==> config.mk <==
export PLATFORM = sky130hd
export DESIGN_NAME = if_fetch_stage
export DESIGN_NICKNAME = d
export VERILOG_FILES = /design/src/rtl/if_fetch_stage_pkg.sv /design/src/rtl/if_skid_buf.sv /design/src/rtl/if_fetch_stage.sv
export SDC_FILE = /design/constraint.sdc
export NUM_CORES = 1
export LEC_CHECK = 0
export ABC_CLOCK_PERIOD_IN_PS = 4200
export BUFFER_PORTS_ARGS = -buffer_cell sky130_fd_sc_hd__buf_4
export CORE_MARGIN = 3
export CORE_UTILIZATION = 40
export DETAILED_ROUTE_END_ITERATION = 12
export PLACE_DENSITY = 0.68
export SYNTH_ARGS = -nofsm -noshare
export SYNTH_HDL_FRONTEND = slang
export SYNTH_SLANG_ARGS = --single-unit
==> constraint.sdc <==
create_clock -name clk -period 4.2 [get_ports clk]
set_input_delay 0.21 -clock clk [delete_from_list [all_inputs] [get_ports clk]]
set_output_delay 0.21 -clock clk [all_outputs]
set_load 0.01 [all_outputs]
==> src/rtl/if_fetch_stage_pkg.sv <==
// Shared definitions for the instruction-fetch stage: word width, FSM encoding, fetch pair.
// Optional feature macro used by the stage: IF_MISALIGN_CHK_EN.
`ifndef WORD_LEN
`define WORD_LEN 32
`endif

package if_fetch_stage_pkg;

    typedef enum logic [1:0] {
        ST_FETCH = 2'd0,
        ST_HOLD  = 2'd1,
        ST_DRAIN = 2'd2
    } fetch_state_e;

    localparam logic [`WORD_LEN-1:0] PC_STEP = `WORD_LEN'd4;

    typedef struct packed {
        logic [`WORD_LEN-1:0] pc;
        logic [`WORD_LEN-1:0] instr;
    } fetch_pair_t;

endpackage

==> src/rtl/if_skid_buf.sv <==
// One-entry skid buffer holding a fetched instruction and its PC+4 while IF/ID is frozen.
// Flush wins over load so a redirect can never leave stale data behind.
module if_skid_buf
    import if_fetch_stage_pkg::*;
(
    input  logic        clk,
    input  logic        rst,
    input  logic        i_load,
    input  logic        i_flush,
    input  fetch_pair_t i_pair,
    output logic        o_valid,
    output fetch_pair_t o_pair
);

    logic        r_valid;
    fetch_pair_t r_pair;

    always_ff @(posedge clk) begin
        if (!rst || i_flush) begin
            r_valid <= 1'b0;
            r_pair  <= '0;
        end else if (i_load) begin
            r_valid <= 1'b1;
            r_pair  <= i_pair;
        end
    end

    assign o_valid = r_valid;
    assign o_pair  = r_pair;

endmodule

==> src/rtl/if_fetch_stage.sv <==
// Instruction-fetch stage: issues word fetches, absorbs IF/ID freezes and redirects on branches.
// Define IF_MISALIGN_CHK_EN to force-align branch targets and flag misalignment (sticky).
module if_fetch_stage
    import if_fetch_stage_pkg::*;
#(
    parameter logic [`WORD_LEN-1:0] RESET_PC = 32'h0000_0000
) (
    input  logic                 clk,
    input  logic                 rst,
    input  logic                 freeze,
    input  logic                 branch_taken,
    input  logic [`WORD_LEN-1:0] branch_addr,
    output logic                 imem_req,
    output logic [`WORD_LEN-1:0] imem_addr,
    input  logic                 imem_ack,
    input  logic [`WORD_LEN-1:0] imem_rdata,
    output logic [`WORD_LEN-1:0] PC,
    output logic [`WORD_LEN-1:0] instruction,
    output logic                 fetch_valid,
    output logic                 misalign_err
);

    fetch_state_e         r_state, w_state_nxt;
    logic [`WORD_LEN-1:0] r_pc_q, r_drain_addr, r_pc_out, r_instr;
    logic                 r_valid;
    logic [`WORD_LEN-1:0] w_pc_inc, w_br_tgt;
    logic                 w_skid_load, w_skid_flush, w_skid_valid;
    fetch_pair_t          w_skid_in, w_skid_out;

    assign w_pc_inc = r_pc_q + PC_STEP;

`ifdef IF_MISALIGN_CHK_EN
    logic r_misalign;

    assign w_br_tgt = {branch_addr[`WORD_LEN-1:2], 2'b00};

    always_ff @(posedge clk) begin
        if (!rst)
            r_misalign <= 1'b0;
        else if (branch_taken && (branch_addr[1:0] != 2'b00))
            r_misalign <= 1'b1;
    end

    assign misalign_err = r_misalign;
`else
    assign w_br_tgt     = branch_addr;
    assign misalign_err = 1'b0;
`endif

    always_comb begin
        w_state_nxt  = r_state;
        w_skid_load  = 1'b0;
        w_skid_flush = branch_taken;
        case (r_state)
            ST_FETCH: begin
                if (branch_taken)
                    w_state_nxt = imem_ack ? ST_FETCH : ST_DRAIN;
                else if (imem_ack && freeze) begin
                    w_state_nxt = ST_HOLD;
                    w_skid_load = 1'b1;
                end
            end
            ST_HOLD: begin
                if (branch_taken || !freeze) begin
                    w_state_nxt  = ST_FETCH;
                    w_skid_flush = 1'b1;
                end
            end
            // The old request must complete before the target can be issued.
            ST_DRAIN: if (imem_ack) w_state_nxt = ST_FETCH;
            default:  w_state_nxt = ST_FETCH;
        endcase
    end

    assign w_skid_in.pc    = w_pc_inc;
    assign w_skid_in.instr = imem_rdata;

    if_skid_buf u_skid (
        .clk     (clk),
        .rst     (rst),
        .i_load  (w_skid_load),
        .i_flush (w_skid_flush),
        .i_pair  (w_skid_in),
        .o_valid (w_skid_valid),
        .o_pair  (w_skid_out)
    );

    always_ff @(posedge clk) begin
        if (!rst) begin
            r_state      <= ST_FETCH;
            r_pc_q       <= RESET_PC;
            r_drain_addr <= '0;
            r_pc_out     <= '0;
            r_instr      <= '0;
            r_valid      <= 1'b0;
        end else begin
            r_state <= w_state_nxt;
            if (branch_taken) begin
                r_pc_q   <= w_br_tgt;
                r_pc_out <= '0;
                r_instr  <= '0;
                r_valid  <= 1'b0;
                if (r_state == ST_FETCH)
                    r_drain_addr <= r_pc_q;
            end else begin
                case (r_state)
                    ST_FETCH: begin
                        if (imem_ack) begin
                            r_pc_q <= w_pc_inc;
                            if (!freeze) begin
                                r_pc_out <= w_pc_inc;
                                r_instr  <= imem_rdata;
                                r_valid  <= 1'b1;
                            end
                        end else if (!freeze) begin
                            r_pc_out <= '0;
                            r_instr  <= '0;
                            r_valid  <= 1'b0;
                        end
                    end
                    ST_HOLD: begin
                        if (!freeze) begin
                            r_pc_out <= w_skid_out.pc;
                            r_instr  <= w_skid_out.instr;
                            r_valid  <= w_skid_valid;
                        end
                    end
                    ST_DRAIN: begin
                        if (!freeze) begin
                            r_pc_out <= '0;
                            r_instr  <= '0;
                            r_valid  <= 1'b0;
                        end
                    end
                    default: ;
                endcase
            end
        end
    end

    assign imem_req    = rst && (r_state != ST_HOLD);
    assign imem_addr   = (r_state == ST_DRAIN) ? r_drain_addr : r_pc_q;
    assign PC          = r_pc_out;
    assign instruction = r_instr;
    assign fetch_valid = r_valid;

endmodule

==> results of run 1 <==
-- cells by family after synthesis --
family | after synthesis
AND/OR/NAND/NOR | 456
AO/OA/AOI/OAI | 331
flip-flops | 196
buffers and inverters | 130
XOR/XNOR | 50
multiplexers | 34
adder cells (fa/ha/maj) | 4
other | 1
-- stage by stage --
stage	area [sq um]	hold WS, ns	power [mW]	utilization (%)
2_1_floorplan	9732	0.3460	2.475	-
3_3_place_gp	10880	0.4372	2.708	45.94
3_5_place_dp	10880	0.4446	2.715	45.94
4_1_cts	11460	0.02472	4.358	48.38
5_1_grt	11460	0.03390	4.508	48.38
6_report	11460	0.03825	4.326	48.38
-- state kept, by name, summed over array words and instances, names as in the netlist --
name / flops
r_drain_addr: 32
u_skid.o_valid: 1
u_skid.o_pair: 64
PC: 32
r_pc_q: 32
r_state: 2
instruction: 32
fetch_valid: 1
-- layer usage --
| layer | GRT usage [%] | wire, microns |
|---|---|---|
| met1 | 28.71 | 12670 |
| met2 | 32.52 | 12670 |
| met3 | 4.259 | 1881 |
| met4 | 4.110 | 199 |
| met5 | 0 | 0 |
-- power groups by stage --
stage	Sequential, mW	Clock, mW	Combinational [mW]
6_report	2.00	1.65	0.678
5_1_grt	2.01	1.75	0.747
4_1_cts	2.00	1.68	0.680
3_5_place_dp	2.04	0	0.676
3_3_place_gp	2.04	0	0.673
2_1_floorplan	2.01	0	0.469
-- final timing paths --
kind                            slack (ns)                            end                     startpoint
worst min register to register        0.45  u_skid.o_pair[6]$_SDFFE_PP0P_  u_skid.o_pair[6]$_SDFFE_PP0P_
worst max-delay path                  1.04   instruction[28]$_SDFFE_PP0P_        r_state[1]$_SDFFE_PN0P_
worst max register to register        1.04   instruction[28]$_SDFFE_PP0P_        r_state[1]$_SDFFE_PN0P_
worst min-delay path                  0.04         r_pc_q[1]$_SDFFE_PN0P_                 branch_addr[1]
-- synth_stat cells, drive strengths merged (3+ instances only) --
cell type,instances
and2,14
nand2b,5
o21a,3
a22o,14
mux2i,5
and3,23
o21ai,84
o31a,3
clkbuf,83
nand2,222
dfxtp,196
nor2b,9
o22ai,6
and4,6
xnor2,29
nand4,16
xor2,21
nor4,16
nand3,26
inv,7
a222oi,3
ha,4
a211oi,10
a21oi,118
mux2,29
a21boi,35
nor2,65
a22oi,35
nand3b,21
o221ai,7
nor3,28
a2bb2oi,3
buf,38
-- worst min-delay path, delay by kind of cell --
kind	cells	cell delay, ns
muxes	1	0.05
buffers and inverters	1	0.08
and+or+nand+nor	1	0.09
-- final cells by class --
class	count	area, sq um	area share, %
Tap cell	319	399.1	3.483
Clock inverter	8	127.6	1.114
Clock buffer	21	450.4	3.931
Sequential cell	196	3924	34.24
Timing Repair Buffer	181	1359	11.86
Multi-Input combinational cell	876	5169	45.11
Inverter	8	30.03	0.2621
==> impl_metrics.py, run 1 <==
metrics = {
    "run_status": {
        "status": "finished clean",
    },
    "pwr": {
        "p_int_mw": 3.130,
        "ir_drop_uv": 296.9,
        "p_sw_mw": 1.197,
        "pwr-share-clk_pct": 38.2,
        "p_sw_share_pct": 27.67,
        "power_density_nw_per_um2": 377.6,
        "p_leak_nw": 4.213,
        "combinationalPowerShare_pct": 15.7,
        "seqPwrFrac_pct": 46.2,
    },
    "clocking": {
        "clk_latency_ns": 0.42,
        "clk_path_buf_depth": 2,
        "numCtsBuffers": 17,
        "cts_max_level": 4,
        "ctsResizeCount": 0,
        "clk_root_buffer_cell": "clkbuf_16",
        "post_cts_buffers": 0,
        "cts_tree": "yes",
        "clk_pin_slew_ns": 0.07,
        "cts_num_sinks": 196,
        "cts_hold_buf": 0,
    },
    "critical_path": {
        "cp_data_required_time_ns": 4.49,
        "start_kind": "register",
        "slowest_stage": "ha_1",
        "cp.depth": 7,
        "crit_buf_inv": 1,
        "path_common_cell": "nand2_1",
        "arrival_ns": 3.45,
        "rr_worst_depth": 7,
        "cp-end-kind": "register",
        "crit_chain": "inv_1, ha_1, nor3_1, a21oi_4, nand2_1, nand2_1, a21oi_1",
        "cp_top_family": "simple AND/OR/NAND/NOR gates",
        "path_max_fanout": 30,
        "path_class": "register to register",
        "max_stage_delay_ns": 0.83,
    },
    "logic_synthesis": {
        "async_flop_share_pct": 0,
        "synth_fa_ha_area_share_pct": 0.5143,
        "ys_top_cells_by_area": "dfxtp_1 40%, nand2_1 8.6%, a21oi_1 6.0%, o21ai_0 4.3%, mux2_2 3.4%",
        "synth_cells": 1202,
        "synthXorXnorAreaFrac_pct": 4.500,
        "synth_mux_area_share_pct": 3.870,
        "ys_warn_count": 0,
        "syn_nets": 1275,
        "synth-main-ff-cell": "dfxtp_1",
        "syn_area_sq_um": 9732,
        "synth_compound_area_share_pct": 20.85,
        "synth_simple_gate_area_share_pct": 22.99,
        "avgSynthCellArea_sq_um": 8.096,
        "synth-seq-cells": 196,
        "yosysSeqAreaShare_pct": 40.32,
        "synth_top_family_by_area": "simple AND/OR/NAND/NOR gates",
        "synth-edff-count": 0,
        "synth.top_cell.area_share_pct": 40.32,
        "synth_top_area_cell": "dfxtp_1",
        "synth.lib_cells_used.distinct": 65,
    },
    "drt": {
        "dr.pass1.iters": 5,
        "drc": 0,
        "vias": 8775,
        "ant_nets": 0,
        "wl_per_cell_microns": 17.04,
        "wl_microns": 27420,
        "drtIter0Drc": 644,
        "vias_per_cell": 5.454,
    },
    "floorplanning": {
        "ios": 168,
        "core_area_sq_um": 23680,
        "die_w_microns": 162.0,
        "initial_core_util_pct": 41.09,
        "die_h_microns": 162.0,
        "rows": 56,
        "die-area_sq_um": 26240,
    },
    "global_route": {
        "grt_pass1_vias": 8123,
        "grt_max_degree": 70,
        "grt_remaining_overflow": 0,
        "grt_pass1_wl_microns": 43770,
        "track_usage_pct": 20.38,
        "antenna_found_initial": 0,
    },
    "cells_and_area": {
        "final_cells": 1609,
        "drive_above_1_share_pct": 20.23,
        "layout.nets": 1353,
        "layout_common_cells": "221 x nand2_1, 196 x dfxtp_1, 181 x buf_4, 116 x a21oi_1, 84 x o21ai_0",
        "nFillCells": 2354,
        "n_antenna_cell": 0,
        "syn_to_final_growth_pct": 17.74,
        "final_common_cell": "nand2_1",
    },
    "min_path": {
        "hp-class": "input pin to register",
        "hold_depth": 3,
    },
    "placed_design": {
        "port_buffers": 166,
        "place_congestion": 0.8533,
        "place_hpwl_microns": 18250,
        "pre_cts_ws_ns": 1.088,
        "dpl.cell_count": 1580,
    },
    "sta": {
        "fin_crit_ns": 3.160,
        "rsz0062_at_grt": "no",
        "finalHoldViolCount": 0,
        "slew_viol_final": 0,
        "slew_headroom_pct": 30.71,
        "clock_skew_ns": 0.009401,
        "finalCritPeriodShare_pct": 75.24,
        "setup_tns_ns": 0,
        "layout_setup_ws_ns": 1.040,
        "tightestPinTransition_ns": 1.037,
        "setup_viol": 0,
        "fmax_mhz": 316.4,
    },
    "job": {
        "cap_violations": 0,
    },
}
Power figures use the tool's default switching activity.
==> run 2, diff against run 1 <==
- ABC_CLOCK_PERIOD_IN_PS: 4200 -> 3200
- clock period: 4.2 -> 3.2 ns (I/O delays scaled with it)
==> run 2 against run 1 <==
Against the previous run: final area up 4.8%; non-clock buffer count grew 53; sequential power grew 31%; core utilization rose by 2.3 points; maximum frequency rose by 23%; critical path type unchanged; largest cell class unchanged.
==> impl_metrics.py, run 2 (synthesis gave the netlist of run 1 again) <==
metrics = {
    "cells_and_area": {
        "layout_common_cells": "221 x nand2_1, 196 x dfxtp_1, 189 x buf_4, 116 x a21oi_1, 84 x o21ai_0",
        "design_area_sq_um": 12000,
        "largest_reg_flops": 64,
        "final_common_cell": "nand2_1",
        "layout.nets": 1406,
        "drive_above_1_share_pct": 20.36,
        "final_cells": 1666,
        "syn_to_final_growth_pct": 23.34,
    },
    "critical_path": {
        "cp_data_required_time_ns": 3.48,
        "rr_worst_depth": 7,
        "arrival_ns": 2.84,
        "path_max_fanout": 21,
        "path_class": "register to register",
        "start_kind": "register",
        "cp-end-kind": "register",
        "ff2ff_setup_slack_ns": 0.64,
    },
    "floorplanning": {
        "core_area_sq_um": 23680,
        "rows": 56,
        "die_w_microns": 162.0,
        "die_h_microns": 162.0,
        "ios": 168,
        "die-area_sq_um": 26240,
        "initial_core_util_pct": 41.09,
    },
    "sta": {
        "layout_setup_ws_ns": 0.6380,
        "setup_viol": 0,
        "slew_headroom_pct": 45.02,
        "finalCritPeriodShare_pct": 80.06,
        "tightestPinTransition_ns": 0.8227,
        "finalHoldViolCount": 0,
        "rsz0062_at_grt": "no",
        "fmax_mhz": 390.3,
        "slew_viol_final": 0,
        "clock_skew_ns": 0.01707,
        "fin_crit_ns": 2.562,
        "setup_tns_ns": 0,
    },
    "drt": {
        "wl_microns": 28320,
        "wl_per_cell_microns": 17.00,
        "vias_per_cell": 5.429,
        "dr.pass1.iters": 7,
        "drc": 0,
        "drtIter0Drc": 586,
        "vias": 9045,
        "ant_nets": 0,
    },
    "pwr": {
        "p_int_mw": 4.124,
        "p_sw_share_pct": 28.41,
        "p_leak_nw": 4.455,
        "seqPwrFrac_pct": 45.5,
        "pwr-share-clk_pct": 38.0,
        "ir_drop_uv": 381.5,
        "power_density_nw_per_um2": 479.9,
        "p_total_mw": 5.760,
        "p_sw_mw": 1.636,
        "combinationalPowerShare_pct": 16.5,
    },
    "placed_design": {
        "pre_cts_ws_ns": 0.6525,
        "dpl.cell_count": 1589,
        "place_hpwl_microns": 18700,
        "placed_cell_area_sq_um": 10960,
        "place_congestion": 0.9316,
        "port_buffers": 166,
    },
    "clocking": {
        "cts_num_sinks": 196,
        "clk_latency_ns": 0.43,
        "post_cts_buffers": 0,
        "numCtsBuffers": 17,
        "cts_tree": "yes",
        "clk_root_buffer_cell": "clkbuf_16",
        "ctsResizeCount": 0,
        "clk_pin_slew_ns": 0.07,
        "cts_max_level": 4,
        "clk_path_buf_depth": 2,
    },
    "min_path": {
        "hp-class": "input pin to register",
        "hold_depth": 3,
    },
    "run_status": {
        "status": "finished clean",
    },
    "global_route": {
        "antenna_found_initial": 0,
        "grt_max_degree": 59,
        "grt_pass1_vias": 8434,
        "grt_pass1_wl_microns": 45110,
        "track_usage_pct": 21.03,
        "grt_remaining_overflow": 0,
    },
    "job": {
        "cap_violations": 0,
    },
}
run 2: layout make-up:
type	count	area (sq um)
clock buffers	21	460.4
inverters	8	30.03
flip-flops and latches	196	3924
fillers	2277	11680
repair buffers	234	1879
well taps	319	399.1
clock inverters	11	138.9
multi-input cells	876	5169
diodes	1	2.502
run 2: worst max-delay path, stage by stage (launching register included):
cell	delay [ns]
dfxtp_1	0.35
inv_1	0.07
ha_1	0.31
a21o_1	0.25
a21oi_4	0.45
nand2_1	0.64
nand2_1	0.24
a21oi_1	0.09
run 2: timing repair:
action / in CTS / in global routing
endpoints found under the hold margin: 44 / 0
hold buffers: 44 / 0
setup endpoints to repair: 0 / 0
run 2: path summary, 6_finish.rpt:
path / endpoint / startpoint
max: instruction[31]$_SDFFE_PP0P_ / r_state[0]$_SDFFE_PN0P_
max reg2reg: instruction[31]$_SDFFE_PP0P_ / r_state[0]$_SDFFE_PN0P_
min reg2reg: u_skid.o_pair[16]$_SDFFE_PP0P_ / u_skid.o_pair[16]$_SDFFE_PP0P_
min: r_pc_q[15]$_SDFFE_PN0N_ / branch_addr[15]
run 2: stage by stage:
step           util [%]  hold WS (ns)
6_report          50.68      0.008424
5_1_grt           50.67      0.008931
4_1_cts           50.67     0.0002869
3_5_place_dp      46.28        0.4144
3_3_place_gp      46.28        0.4033
2_1_floorplan         -        0.2960
run 2: layer usage:
| layer | vias up | share of wire (%) | global-route usage, % |
|---|---|---|---|
| met3 | 28 | 6.5 | 4.820 |
| met5 | - | 0 | 0 |
| met2 | 284 | 46 | 33.74 |
| met1 | 4284 | 46 | 29.20 |
| li1 | 4449 | - | - |
| met4 | 0 | 1.2 | 4.226 |
run 2: power groups by stage:
| stage | Combinational, mW | Sequential, mW | Clock (mW) |
|---|---|---|---|
| 6_report | 0.952 | 2.62 | 2.19 |
| 5_1_grt | 1.05 | 2.63 | 2.33 |
| 4_1_cts | 0.955 | 2.62 | 2.23 |
| 3_5_place_dp | 0.907 | 2.67 | 0 |
| 3_3_place_gp | 0.899 | 2.67 | 0 |
| 2_1_floorplan | 0.616 | 2.63 | 0 |
==> run 3, diff against run 2 <==
- ABC_CLOCK_PERIOD_IN_PS: 3200 -> 2270
- PLACE_DENSITY: 0.68 -> 0.7
- clock period: 3.2 -> 2.27 ns (I/O delays scaled with it)
==> run 3 against run 2 <==
Against the previous run: count of clock-buffer cells in the layout did not move; wire length increased by 1.9%; clock power increased by 45%; register-to-register slack got worse by 0.48 ns; cell count increased by 3.4%.
==> impl_metrics.py, run 3 (synthesis gave the netlist of run 1 again) <==
metrics = {
    "critical_path": {
        "path_class": "register to register",
        "cp.depth": 7,
        "rr_worst_depth": 7,
        "cp-end-kind": "register",
        "max_stage_delay_ns": 0.35,
        "cp_top_family": "simple AND/OR/NAND/NOR gates",
        "start_kind": "register",
        "cp_data_required_time_ns": 2.58,
        "slowest_stage": "ha_1",
        "arrival_ns": 2.42,
        "crit_chain": "inv_1, ha_1, nor2b_1, nand3_2, buf_12, a21oi_1, nor2_1",
        "path_max_fanout": 37,
        "crit_buf_inv": 2,
    },
    "floorplanning": {
        "ios": 168,
        "initial_core_util_pct": 41.09,
        "die_w_microns": 162.0,
        "rows": 56,
        "core_area_sq_um": 23680,
        "die_h_microns": 162.0,
        "die-area_sq_um": 26240,
    },
    "sta": {
        "finalCritPeriodShare_pct": 93.18,
        "tightestPinTransition_ns": 0.5433,
        "fmax_mhz": 472.8,
        "setup_tns_ns": 0,
        "rsz0062_at_grt": "no",
        "slew_viol_final": 0,
        "slew_headroom_pct": 63.78,
        "clock_skew_ns": 0.01311,
        "finalHoldViolCount": 0,
        "fin_crit_ns": 2.115,
        "setup_viol": 0,
    },
    "pwr": {
        "p_leak_nw": 4.749,
        "ir_drop_uv": 487.1,
        "p_total_mw": 8.323,
        "power_density_nw_per_um2": 664.0,
    },
    "placed_design": {
        "place_hpwl_microns": 19160,
        "port_buffers": 166,
        "place_congestion": 0.9174,
    },
    "drt": {
        "wl_microns": 28870,
        "dr.pass1.iters": 5,
        "ant_nets": 0,
        "wl_per_cell_microns": 16.77,
        "vias_per_cell": 5.351,
        "vias": 9215,
        "drc": 0,
        "drtIter0Drc": 738,
    },
    "clocking": {
        "clk_root_buffer_cell": "clkbuf_16",
        "clk_pin_slew_ns": 0.07,
        "numCtsBuffers": 17,
        "cts_max_level": 4,
        "clk_path_buf_depth": 2,
        "cts_num_sinks": 196,
        "cts_tree": "yes",
        "clk_latency_ns": 0.43,
    },
    "cells_and_area": {
        "final_common_cell": "buf_4",
        "drive_above_1_share_pct": 22.45,
        "layout.nets": 1464,
        "syn_to_final_growth_pct": 28.80,
        "n_antenna_cell": 0,
        "largest_reg_flops": 64,
        "layout_common_cells": "226 x buf_4, 221 x nand2_1, 196 x dfxtp_1, 116 x a21oi_1, 84 x o21ai_0",
    },
    "global_route": {
        "grt_use_met1_pct": 29.17,
        "grt_pass1_vias": 8813,
        "grt_remaining_overflow": 0,
        "grt_max_degree": 58,
        "grt_pass1_wl_microns": 46520,
        "track_usage_pct": 21.71,
        "grtUsageMet3_pct": 4.361,
        "grt.met2_usage_pct": 35.27,
        "antenna_found_initial": 0,
        "top_usage_layer": "met2",
    },
    "job": {
        "cap_violations": 0,
    },
    "run_status": {
        "status": "finished clean",
    },
    "min_path": {
        "hold_depth": 2,
        "hp-class": "input pin to register",
    },
}
run 3: cell types whose count changed in the layout (fill, tap and decap cells not counted), sizes merged:
cell | previous run | this run
dlygate4sd3 | 44 | 64
diode | 1 | 0
clkinv | 3 | 4
buf | 190 | 228
bufinv | 2 | 3
inv | 12 | 9
run 3: per-layer routing:
layer	wire length [microns]	up-vias
met5	0	-
met4	617	0
met3	2082	41
met2	13220	351
met1	12950	4253
li1	-	4570
run 3: worst paths after layout:
| check | start | end | slack [ns] |
|---|---|---|---|
| worst max-delay path | r_state[0]$_SDFFE_PN0P_ | u_skid.o_pair[34]$_SDFFE_PP0P_ | 0.15 |
| worst min-delay path | rst | r_drain_addr[17]$_SDFFE_PN0P_ | 0.03 |
| worst max register to register | r_state[0]$_SDFFE_PN0P_ | u_skid.o_pair[34]$_SDFFE_PP0P_ | 0.15 |
| worst min register to register | u_skid.o_pair[4]$_SDFFE_PP0P_ | u_skid.o_pair[4]$_SDFFE_PP0P_ | 0.45 |
run 3: what timing repair did:
item / in CTS / in global routing
hold endpoints to repair: 64 / 0
setup endpoints to repair: 0 / 33
hold buffers: 64 / 0
gates resized for setup: 0 / 3
setup buffers: 0 / 0
run 3: layout make-up:
cell class / instances / area, sq um
fillers: 2226 / 11150
multi-input cells: 876 / 5186
flip-flops and latches: 196 / 3924
repair buffers: 292 / 2377
clock buffers: 21 / 470.5
well taps: 319 / 399.1
clock inverters: 10 / 147.6
inverters: 8 / 30.03
run 3: power by group:
part	internal (mW)	leakage [nW]	total, mW	switching (mW)
combinational	0.626	2.86	1.48	0.851
clock	1.83	0.298	3.18	1.35
sequential	3.56	1.59	3.67	0.109
run 3: worst reg2reg max path, delay by kind of cell (launching register included):
family / cells / cell delay, ns
buf+inv: 2 / 0.41
simple gates: 3 / 0.72
flops: 1 / 0.33
compound gates: 1 / 0.18
fa+ha+maj: 1 / 0.36
run 3: through the flow:
stage	hold slack, ns	instances	utilization [%]	setup WS (ns)	area [sq um]
after floorplan	0.2495	1202	-	0.2615	9732
after global placement	0.3585	1627	47.54	0.1501	11260
after detailed placement	0.3674	1627	47.54	0.05215	11260
after CTS	0.01437	1722	52.85	0.02659	12520
after global routing	0.03370	1722	52.93	0.005675	12530
final	0.03195	1722	52.93	0.1549	12530
